===== src/rtl/hello_seg_reader.sv =====
`default_nettype none
//==============================================================================
// hello_seg_reader: turns the async HELLO seven-segment stream into symbols and words.  Rev 1.0
//==============================================================================
module hello_seg_reader #(
  parameter int STABLE_CYCLES = 4
) (
  input  logic       clk,
  input  logic       rst_n,
  input  logic [6:0] segments,
  input  logic       decimal,
  output logic [2:0] sym_code,
  output logic       sym_valid,
  output logic       word_done,
  output logic       err,
  output logic [7:0] word_count
);

  localparam logic [6:0] c_PAT_H = 7'b1110100;
  localparam logic [6:0] c_PAT_E = 7'b1111001;
  localparam logic [6:0] c_PAT_L = 7'b0111000;
  localparam logic [6:0] c_PAT_O = 7'b0111111;

  localparam logic [2:0] c_H   = 3'd0;
  localparam logic [2:0] c_E   = 3'd1;
  localparam logic [2:0] c_L   = 3'd2;
  localparam logic [2:0] c_O   = 3'd3;
  localparam logic [2:0] c_UNK = 3'd7;

  localparam logic [2:0] c_IDLE   = 3'd0;
  localparam logic [2:0] c_GOT_H  = 3'd1;
  localparam logic [2:0] c_GOT_E  = 3'd2;
  localparam logic [2:0] c_GOT_L1 = 3'd3;
  localparam logic [2:0] c_GOT_L2 = 3'd4;

  localparam logic [15:0] c_STABLE = 16'(STABLE_CYCLES);

  logic [6:0]  r_seg_s1, r_seg_s2;
  logic        r_dec_s1, r_dec_s2;
  logic [7:0]  r_prev;
  logic [15:0] r_run;
  logic [15:0] r_e_len;
  logic [2:0]  r_state;
  logic [2:0]  r_sym_code;
  logic        r_sym_valid, r_word_done, r_err;
  logic [7:0]  r_word_count;

  logic [7:0]  w_sample;
  logic        w_same, w_blank, w_prev_is_e;
  logic [2:0]  w_code;
  logic [15:0] w_run_nxt;
  logic [16:0] w_thr_sum;
  logic        w_thr_sat;
  logic        w_acc_norm, w_acc_l2, w_acc;
  logic [2:0]  w_state_nxt, w_recover;
  logic        w_err, w_done;

  always_comb begin
    w_code = c_UNK;
    case (r_seg_s2)
      c_PAT_H: w_code = c_H;
      c_PAT_E: w_code = c_E;
      c_PAT_L: w_code = c_L;
      c_PAT_O: w_code = c_O;
      default: w_code = c_UNK;
    endcase
  end

  assign w_sample    = {r_dec_s2, r_seg_s2};
  assign w_same      = (w_sample == r_prev);
  assign w_blank     = !r_dec_s2 || (r_seg_s2 == 7'b0000000);
  assign w_prev_is_e = r_prev[7] && (r_prev[6:0] == c_PAT_E);
  assign w_run_nxt   = !w_same ? 16'd1 : ((r_run == 16'hFFFF) ? r_run : r_run + 16'd1);

  // Second L is timed at 1.5x the E duration; an overflowing threshold disables it.
  assign w_thr_sum  = {1'b0, r_e_len} + {2'b00, r_e_len[15:1]};
  assign w_thr_sat  = w_thr_sum[16];
  assign w_acc_norm = !w_blank && (w_run_nxt == c_STABLE);
  assign w_acc_l2   = (r_state == c_GOT_L1) && w_same && !w_blank && (w_code == c_L) &&
                      !w_thr_sat && (w_run_nxt == w_thr_sum[15:0]) && !w_acc_norm;
  assign w_acc      = w_acc_norm || w_acc_l2;
  assign w_recover  = (w_code == c_H) ? c_GOT_H : c_IDLE;

  always_ff @(posedge clk or negedge rst_n) begin
    if (!rst_n) begin
      r_seg_s1 <= '0;
      r_seg_s2 <= '0;
      r_dec_s1 <= 1'b0;
      r_dec_s2 <= 1'b0;
      r_prev   <= '0;
      r_run    <= '0;
      r_e_len  <= '0;
    end else begin
      r_seg_s1 <= segments;
      r_seg_s2 <= r_seg_s1;
      r_dec_s1 <= decimal;
      r_dec_s2 <= r_dec_s1;
      r_prev   <= w_sample;
      r_run    <= w_run_nxt;
      if (!w_same && w_prev_is_e) r_e_len <= r_run;
    end
  end

  always_ff @(posedge clk or negedge rst_n) begin
    if (!rst_n) r_state <= c_IDLE;
    else        r_state <= w_state_nxt;
  end

  always_comb begin
    w_state_nxt = r_state;
    if (w_acc) begin
      case (r_state)
        c_IDLE:   w_state_nxt = w_recover;
        c_GOT_H:  w_state_nxt = (w_code == c_E) ? c_GOT_E : w_recover;
        c_GOT_E:  w_state_nxt = (w_code == c_L) ? c_GOT_L1 : w_recover;
        c_GOT_L1: w_state_nxt = w_acc_l2 ? c_GOT_L2 : w_recover;
        c_GOT_L2: w_state_nxt = (w_code == c_O) ? c_IDLE : w_recover;
        default:  w_state_nxt = c_IDLE;
      endcase
    end
  end

  // A non-H symbol while idle is simply ignored rather than flagged.
  always_comb begin
    w_err  = 1'b0;
    w_done = 1'b0;
    if (w_acc) begin
      case (r_state)
        c_GOT_H:  w_err = (w_code != c_E);
        c_GOT_E:  w_err = (w_code != c_L);
        c_GOT_L1: w_err = !w_acc_l2;
        c_GOT_L2: begin
          w_done = (w_code == c_O);
          w_err  = (w_code != c_O);
        end
        default:  w_err = 1'b0;
      endcase
    end
  end

  always_ff @(posedge clk or negedge rst_n) begin
    if (!rst_n) begin
      r_sym_code   <= '0;
      r_sym_valid  <= 1'b0;
      r_word_done  <= 1'b0;
      r_err        <= 1'b0;
      r_word_count <= '0;
    end else begin
      r_sym_valid <= w_acc;
      r_word_done <= w_done;
      r_err       <= w_err;
      if (w_acc) r_sym_code <= w_code;
      if (w_done && (r_word_count != 8'hFF)) r_word_count <= r_word_count + 8'd1;
    end
  end

  assign sym_code   = r_sym_code;
  assign sym_valid  = r_sym_valid;
  assign word_done  = r_word_done;
  assign err        = r_err;
  assign word_count = r_word_count;

endmodule
`default_nettype wire


===== config.mk =====
export PLATFORM = sky130hd
export DESIGN_NAME = hello_seg_reader
export DESIGN_NICKNAME = d
export VERILOG_FILES = /design/src/rtl/hello_seg_reader.sv
export SDC_FILE = /design/constraint.sdc
export NUM_CORES = 1
export LEC_CHECK = 0
export BUFFER_PORTS_ARGS = -buffer_cell sky130_fd_sc_hd__clkbuf_2
export CORE_UTILIZATION = 40
export CTS_CLUSTER_DIAMETER = 120
export DETAILED_ROUTE_END_ITERATION = 16
export PLACE_DENSITY_LB_ADDON = 0.05
export SYNTH_ARGS = -nofsm -noshare
export SYNTH_HDL_FRONTEND = slang
export SYNTH_SLANG_ARGS = --single-unit

===== constraint.sdc =====
create_clock -name clk -period 3.57 [get_ports clk]
set_input_delay 0.714 -clock clk [delete_from_list [all_inputs] [get_ports clk]]
set_output_delay 0.714 -clock clk [all_outputs]
set_load 0.02 [all_outputs]

Word-level counts from Yosys, hierarchy flattened
Cells that the tools add are included.
{"block": "totals", "register_bits": 73, "romBits": 0, "ram_bits": 0, "latchBits": 0, "out_inout_bits": 14, "mem_count": 0, "word_cells": 70}
{"block": "classes", "n_eq_ne": 20, "order_cmp": 0, "n_mux": 13, "n_reduce_logical": 21, "mul": 0, "bitwise": 0, "n_div": 0, "shift": 0, "add_sub_neg": 3}
{"op": "2-to-1 mux 16 bit", "n": 2}
{"op": "equality test 7 bit (second input constant)", "n": 3}
{"op": "adder 16 x 15 -> 17 bit", "n": 1}
{"op": "adder 16 x 1 -> 16 bit (second input constant)", "n": 1}
{"op": "equality test 16 bit", "n": 1}
{"op": "equality test 16 bit (second input constant)", "n": 1}
{"op": "equality test 16 x 3 -> 1 bit (second input constant)", "n": 1}
{"op": "one-hot mux 3 bit (5 select lines)", "n": 1}
{"op": "equality test 7 x 6 -> 1 bit (second input constant)", "n": 2}
{"op": "equality test 3 x 2 -> 1 bit (second input constant)", "n": 4}
{"op": "one-hot mux 3 bit (4 select lines)", "n": 1}
{"op": "logical AND 1 bit", "n": 10}
{"op": "adder 8 x 1 -> 8 bit (second input constant)", "n": 1}
{"op": "equality test 8 bit", "n": 1}
{"op": "!= test 8 bit (second input constant)", "n": 1}
{"op": "logical NOT 7 bit", "n": 1}
{"op": "equality test 3 x 1 -> 1 bit (second input constant)", "n": 2}
{"op": "logical NOT 1 bit", "n": 6}
{"op": "logical NOT 3 bit", "n": 2}
{"op": "!= test 3 x 2 -> 1 bit (second input constant)", "n": 2}
{"op": "2-to-1 mux 1 bit", "n": 5}
{"op": "2-to-1 mux 2 bit", "n": 2}
{"op": "one-hot mux 1 bit (4 select lines)", "n": 1}
{"op": "equality test 3 bit (second input constant)", "n": 1}
{"op": "3 further kinds", "n": 4}

Logic depth before layout (Yosys ltp)
Gate-level depths: netlist of run 1.
{"block": "depth", "word_depth": 11, "mapped_depth": 14, "mapped_depth_nobuf": 12}

Least setup slack after synthesis of run 1
No wires, ideal clock.
{"block": "synth_timing", "path_type": "register to register", "from": "register r_e_len[1]", "to": "register r_word_count[4] (netlist: word_count[4])", "stages_incl_launch_ff": 14, "period_less_slack_ns": 3.560, "required_ns": 3.440, "arrival_time_ns": 3.430, "path_slack_ns": 0.010, "n_path_buf": 1, "setup_time_ns": 0.130, "path_cell_list": "dfrtp_1 ha_1 fa_1 a21o_1 a21oi_1 o221ai_1 and3_1 o21ai_0 nand2_1 or4_4 o31ai_4 buf_6 nand4_1 xnor2_1"}
{"block": "synth_between", "elab_chain_len": 8, "word_cells_on_any_way": 9, "cone_classes": "add/sub (1); eq/ne (1); mux (1); reduce/logical (6)"}
{"item": "start, declared", "line_no": "42", "text": "logic [15:0] r_e_len;"}
{"item": "start signal, assigned", "line_no": "100", "text": "if (!w_same && w_prev_is_e) r_e_len <= r_run;"}
{"item": "adder 16 x 15 -> 17 bit *", "line_no": "76", "text": "assign w_thr_sum = {1'b0, r_e_len} + {2'b00, r_e_len[15:1]};"}
{"item": "branches (longest 2 deep; another with equality test 16 bit)"}
{"item": "logical AND 1 bit * (2 in series)", "line_no": "80", "text": "!w_thr_sat && (w_run_nxt == w_thr_sum[15:0]) && !w_acc_norm;"}
{"item": "logical OR 1 bit *", "line_no": "81", "text": "assign w_acc = w_acc_norm || w_acc_l2;"}
{"item": "2-to-1 mux 1 bit *", "line_no": "127", "text": "if (w_acc) begin"}
{"item": "logical AND 1 bit *", "line_no": "153", "text": "if (w_done && (r_word_count != 8'hFF)) r_word_count <= r_word_count + 8'd1;"}
{"item": "end signal, assigned", "line_no": "153"}
{"item": "end, declared", "line_no": "46", "text": "logic [7:0] r_word_count;"}
Every way passes the cells marked *.
A chain may end at the register's enable or synchronous reset.

Worst setup path after layout of run 1
{"block": "layout_timing", "from": "register r_e_len[0]", "to": "register r_word_count[0] (netlist: word_count[0])"}
Same word-level chain as after synthesis.

==> results of run 1 <==
[power by group through the flow]
| stage | Sequential, uW | Clock (uW) | Combinational [uW] |
|---|---|---|---|
| final | 853 | 931 | 67.1 |
| after CTS | 854 | 952 | 68.8 |
| after global placement | 869 | 0 | 67.3 |
| after global routing | 855 | 996 | 77.0 |
| after floorplan | 868 | 0 | 33.9 |
| after detailed placement | 869 | 0 | 68.8 |
[kinds of logic (layout without fill, tap and decap cells)]
| kind of cell | after synthesis | after routing | synth area share [%] |
|---|---|---|---|
| xor+xnor | 36 | 36 | 7.67 |
| buf+inv | 30 | 111 | 2.86 |
| simple gates | 205 | 205 | 25.3 |
| mux | 23 | 23 | 5.29 |
| flops | 73 | 73 | 38.6 |
| fa+ha+maj | 20 | 20 | 5.45 |
| compound gates | 104 | 104 | 14.8 |
[final timing paths]
kind | start | to | slack, ns
max in group asynchronous | rst_n | r_run[10]$_DFF_PN0_ | 2.42
worst min register to register | r_seg_s1[0]$_DFF_PN0_ | r_seg_s2[0]$_DFF_PN0_ | 0.35
worst max register to register | r_e_len[0]$_DFFE_PN0P_ | word_count[0]$_DFFE_PN0P_ | 0.07
worst max-delay path | r_e_len[0]$_DFFE_PN0P_ | word_count[0]$_DFFE_PN0P_ | 0.07
min in group asynchronous | rst_n | r_e_len[7]$_DFFE_PN0P_ | 0.50
worst min-delay path | r_seg_s1[0]$_DFF_PN0_ | r_seg_s2[0]$_DFF_PN0_ | 0.35
[flip-flops by register name (all words and copies together) (netlist names)]
name,flops
word_count,8
err,1
r_prev,8
r_seg_s2,7
r_seg_s1,7
word_done,1
r_dec_s1,1
sym_code,3
r_state,3
r_dec_s2,1
sym_valid,1
r_e_len,16
r_run,16
[per-layer routing]
layer	wire length (um)	GRT usage (%)
met2	6360	37.0
met1	5730	27.6
met5	0	0
met4	348	9.51
met3	463	4.43
[worst max-delay path, delay by kind of cell (launching register included)]
family | cells | cell delay, ns
compound gates | 5 | 1.00
simple gates | 4 | 0.86
fa+ha+maj | 2 | 0.54
buf+inv | 3 | 0.43
flops | 1 | 0.38
mux | 1 | 0.18
[per-stage QoR]
| stage | utilization, % | worst slack [ns] | hold WS [ns] |
|---|---|---|---|
| final | 50.3 | 0.0696 | 0.345 |
| after global routing | 50.3 | -0.120 | 0.353 |
| after CTS | 49.3 | 0.0258 | 0.348 |
| after detailed placement | 46.5 | -0.0689 | 0.335 |
| after global placement | 46.5 | -0.106 | 0.332 |
| after floorplan | - | 0.0100 | 0.331 |
[area by class of cell]
type / count / area (um2)
fill: 1101 / 5700
multi-input combinational: 388 / 2840
sequential: 73 / 1830
timing repair buffer: 77 / 554
clock buffer: 9 / 225
tap: 143 / 179
clock inverter: 7 / 76.3
inverter: 18 / 67.6
[synthesized netlist by cell type, types with 10 or more instances]
| cell | instances |
|---|---|
| dfrtp_1 | 73 |
| nand2_1 | 46 |
| nor2_1 | 34 |
| a21oi_1 | 24 |
| xnor2_1 | 24 |
| o21ai_0 | 22 |
| nand4_1 | 20 |
| ha_1 | 19 |
| inv_1 | 18 |
| and3_1 | 17 |
| nand3_1 | 17 |
| mux2_2 | 15 |
| nor3_1 | 10 |
[what timing repair did]
item | in CTS | in global routing
pin swaps | 1 | 10
resized for setup | 5 | 16
setup endpoints to repair | 13 | 15
setup buffers | 0 | 6
==> impl_metrics.py, run 1 <==
metrics = {
    "outcome": {
        "status": "complete, no violations",
    },
    "synthesis": {
        "ys_ff_latch": 73,
        "synth_area_leaders": "dfrtp_1 39%, ha_1 5.0%, xnor2_1 4.4%, nand2_1 3.6%, mux2_2 3.6%",
        "synthesis.nets": 521,
        "yosysTopAreaCell": "dfrtp_1",
        "yosysUniqueCellTypes": 69,
        "synth-async-reset-ratio_pct": 100,
        "ys_seq_area_share_pct": 38.6,
        "synth_area_per_cell_um2": 9.64,
        "synthFlopType": "dfrtp_1",
        "synth_warnings": 0,
        "netlist_instances": 491,
        "synth_edf_count": 0,
        "synth.top_cell.area_share_pct": 38.6,
        "netlist_area_um2": 4730,
    },
    "clock_network": {
        "htree_levels": 3,
        "cts-hold-fix-buffers": 0,
        "cts_sinks": 73,
        "clockRootBuffer": "clkbuf_16",
        "clk_pin_slew_ns": 0.06,
        "cts_tree": "done",
        "cts_buffers": 9,
        "clk_latency_ns": 0.34,
        "clockBufferDepth": 2,
    },
    "floorplan": {
        "initial_core_util_pct": 41.3,
        "rows": 39,
        "fp.dieW_um": 111,
        "num_io_pins": 24,
        "core_um2": 11500,
        "dieHeight_um": 111,
        "die_area_um2": 12300,
    },
    "power": {
        "power_uw": 1850,
        "power.switching_uw": 434,
        "pwr-share-clk_pct": 50.3,
        "leakage_uw": 0.00266,
        "power_density_nw_per_um2": 321,
        "switching_share_pct": 23.5,
        "peakVddDrop_uv": 534,
        "intPower_uw": 1420,
        "comb_power_share_pct": 3.6,
        "pwr-share-seq_pct": 46.1,
    },
    "worst_setup_path": {
        "criticalPathCategory": "register to register",
        "cp_slowest_stage_delay_ns": 0.51,
        "endpoint_kind": "register",
        "worst_setup_path_start_kind": "register",
        "path_cells": "ha_2 -> fa_2 -> a21o_1 -> a21oi_2 -> buf_6 -> or3_1 -> o211ai_1 -> o21a_1 -> nand4bb_1 -> or4_4 -> o31ai_4 -> buf_12 -> buf_8 -> mux2i_1 -> nand2_1",
        "rr_worst_depth": 15,
        "required_ns": 3.80,
        "path_max_fanout": 7,
        "cp.arrival_ns": 3.73,
        "cp_slowest_cell": "or4_4",
    },
    "place": {
        "portBuffers": 23,
        "place_congestion": 0.875,
        "hpwlAfterDp_mm": 9.80,
        "place_inst": 693,
        "dpl_cell_area_um2": 5330,
    },
    "routing": {
        "via_per_inst": 5.68,
        "avgRoutedWirePerCell_um": 18.0,
        "drt_iter0_markers": 248,
        "drc_errors": 0,
        "num_vias": 4059,
        "antenna_left": 0,
        "firstDrtPassIters": 4,
        "wl_mm": 12.9,
    },
    "global_route": {
        "grt_pass1_vias": 3955,
        "antenna_found_initial": 0,
        "globalRouteOverflowTotal": 0,
        "track_usage_pct": 22.1,
        "grt_start_max_net_pins": 74,
        "grt_pass1_wl_mm": 20.9,
    },
    "sta": {
        "period_share_pct": 98.1,
        "tightest_slew_ns": 0.952,
        "slew_headroom_pct": 36.5,
        "min_period_ns": 3.50,
        "clock_skew_ns": 0.00946,
        "drv_slew": 0,
        "hold_viol": 0,
        "setup_tns_ns": 0,
        "setup_viol": 0,
        "fmax_mhz": 286,
        "rsz0062_at_grt": "true",
    },
    "layout": {
        "stdcell_count": 715,
        "final_common_cell": "dfrtp_1",
        "num_antenna_cells": 0,
        "drive_gt1_share_pct": 23.8,
        "fin_area_um2": 5770,
        "area.growth.synth_to_final_pct": 21.8,
        "fin_nets": 597,
        "layout_common_cells": "73 x dfrtp_1, 50 x buf_4, 46 x nand2_1, 33 x nor2_1, 24 x xnor2_1",
    },
    "min_path": {
        "hold_path_depth": 0,
        "hold_class": "register to register",
    },
    "run": {
        "max_cap_violations": 0,
    },
}
Note: power is estimated with default switching activity, not from simulation.
==> inputs of run 2 (changes only) <==
--- a/config.mk
+++ b/config.mk
@@ -6,7 +6,7 @@
 export NUM_CORES = 1
 export LEC_CHECK = 0
 export BUFFER_PORTS_ARGS = -buffer_cell sky130_fd_sc_hd__clkbuf_2
-export CORE_UTILIZATION = 40
+export CORE_UTILIZATION = 30
 export CTS_CLUSTER_DIAMETER = 120
 export DETAILED_ROUTE_END_ITERATION = 16
 export PLACE_DENSITY_LB_ADDON = 0.05
==> impl_metrics.py, run 2 (same netlist as run 1, synthesis figures left out) <==
metrics = {
    "worst_setup_path": {
        "rr_worst_depth": 14,
        "required_ns": 3.79,
        "endpoint_kind": "register",
        "cp_top_family": "compound AO/OA/AOI/OAI gates",
        "crit_buf_inv": 3,
        "cp_num_cells": 14,
        "worst_setup_path_start_kind": "register",
        "path_max_fanout": 7,
        "cp_slowest_stage_delay_ns": 0.46,
        "path_cells": "ha_2 -> fa_2 -> a21o_1 -> a21oi_2 -> buf_4 -> o221ai_4 -> buf_6 -> o311a_4 -> nor2_1 -> o2111ai_1 -> or4_4 -> o31ai_4 -> buf_12 -> mux2_4",
        "criticalPathCategory": "register to register",
        "cp_slowest_cell": "or4_4",
        "cp.arrival_ns": 3.73,
    },
    "layout": {
        "reg_top3": "r_e_len (16), r_run (16)",
        "regArea_um2": 1830,
        "fin_nets": 602,
        "utilization_pct": 38.8,
        "stdcell_count": 788,
        "num_antenna_cells": 0,
        "drive_gt1_share_pct": 26.5,
        "area.growth.synth_to_final_pct": 25.7,
        "multi_input_area_um2": 2920,
        "num-fill-cells": 1574,
        "final_common_cell": "dfrtp_1",
        "fin_area_um2": 5950,
        "layout_common_cells": "73 x dfrtp_1, 54 x buf_4, 46 x nand2_1, 33 x nor2_1, 24 x xnor2_1",
    },
    "clock_network": {
        "clk_latency_ns": 0.35,
        "cts_buffers": 9,
        "cts_sinks": 73,
        "htree_levels": 3,
        "cts-hold-fix-buffers": 0,
        "cts_tree": "done",
        "clockBufferDepth": 2,
        "clk_pin_slew_ns": 0.07,
        "clockRootBuffer": "clkbuf_16",
    },
    "global_route": {
        "antenna_found_initial": 0,
        "grt_start_max_net_pins": 59,
        "track_usage_pct": 18.5,
        "globalRouteOverflowTotal": 0,
        "grt_pass1_wl_mm": 22.4,
        "grt_pass1_vias": 4137,
    },
    "sta": {
        "clock_skew_ns": 0.0152,
        "hold_viol": 0,
        "min_period_ns": 3.51,
        "tightest_slew_ns": 0.772,
        "rsz0062_at_grt": "true",
        "setup_viol": 0,
        "period_share_pct": 98.3,
        "drv_slew": 0,
        "slew_headroom_pct": 48.6,
        "fmax_mhz": 285,
    },
    "power": {
        "intPower_uw": 1350,
        "pwr-share-seq_pct": 47.5,
        "peakVddDrop_uv": 206,
        "power.switching_uw": 450,
        "comb_power_share_pct": 3.8,
        "leakage_uw": 0.00270,
        "power_uw": 1800,
        "power_density_nw_per_um2": 302,
        "pwr-share-clk_pct": 48.7,
        "switching_share_pct": 25.0,
    },
    "floorplan": {
        "dieHeight_um": 128,
        "core_um2": 15300,
        "rows": 45,
        "die_area_um2": 16300,
        "num_io_pins": 24,
        "initial_core_util_pct": 30.9,
        "fp.dieW_um": 128,
    },
    "routing": {
        "wl_mm": 14.1,
        "firstDrtPassIters": 4,
        "antenna_left": 0,
        "drc_errors": 0,
        "via_per_inst": 5.20,
        "drt_iter0_markers": 151,
        "avgRoutedWirePerCell_um": 17.9,
        "num_vias": 4100,
    },
    "place": {
        "place_congestion": 0.831,
        "portBuffers": 23,
        "hpwlAfterDp_mm": 10.8,
        "place_inst": 765,
        "dpl_cell_area_um2": 5450,
    },
    "min_path": {
        "hold_class": "register to register",
        "hold_path_depth": 0,
    },
    "outcome": {
        "status": "complete, no violations",
    },
    "run": {
        "max_cap_violations": 0,
    },
}
run 2: per-stage QoR:
stage	hold slack, ns	setup WS, ns	setup TNS [ns]
2_1_floorplan	0.331	0.0100	0
3_3_place_gp	0.332	-0.0814	-0.302
3_5_place_dp	0.335	-0.0968	-0.403
4_1_cts	0.350	0.0131	0
5_1_grt	0.354	-0.112	-1.09
6_report	0.347	0.0595	0
run 2: power groups by stage:
stage	Combinational [uW]	Clock, uW	Sequential [uW]
finish	68.5	876	854
global route	77.2	950	855
CTS	70.6	907	854
detailed placement	70.7	0	869
global placement	69.6	0	869
floorplan	33.9	0	868
run 2: timing repair:
item	CTS	global route
setup buffers	2	5
setup endpoints to repair	13	16
pin swaps	1	20
gates resized for setup	8	29
gates cloned	1	0
run 2: cell type report:
class	count	area share (%)
inverter	18	1.14
tap	211	4.44
clock buffer	9	3.79
multi-input combinational	388	49.1
sequential	73	30.7
timing repair buffer	82	9.95
clock inverter	7	0.883
run 2: path summary, 6_finish.rpt:
check,from,end,slack (ns)
hold reg to reg,r_seg_s1[2]$_DFF_PN0_,r_seg_s2[2]$_DFF_PN0_,0.35
hold / removal,r_seg_s1[2]$_DFF_PN0_,r_seg_s2[2]$_DFF_PN0_,0.35
setup / recovery,r_e_len[1]$_DFFE_PN0P_,sym_code[0]$_DFFE_PN0P_,0.06
min in group asynchronous,rst_n,r_run[4]$_DFF_PN0_,0.45
max in group asynchronous,rst_n,r_run[5]$_DFF_PN0_,2.47
setup reg to reg,r_e_len[1]$_DFFE_PN0P_,sym_code[0]$_DFFE_PN0P_,0.06
run 2: metal layers:
layer  GRT usage, %  vias to the layer above  wire length (um)
met4           7.75                        0               460
met2           31.4                       97              6930
li1               -                     1991                 -
met1           22.5                     1988              6140
met5              0                        -                 0
met3           4.06                       24               536
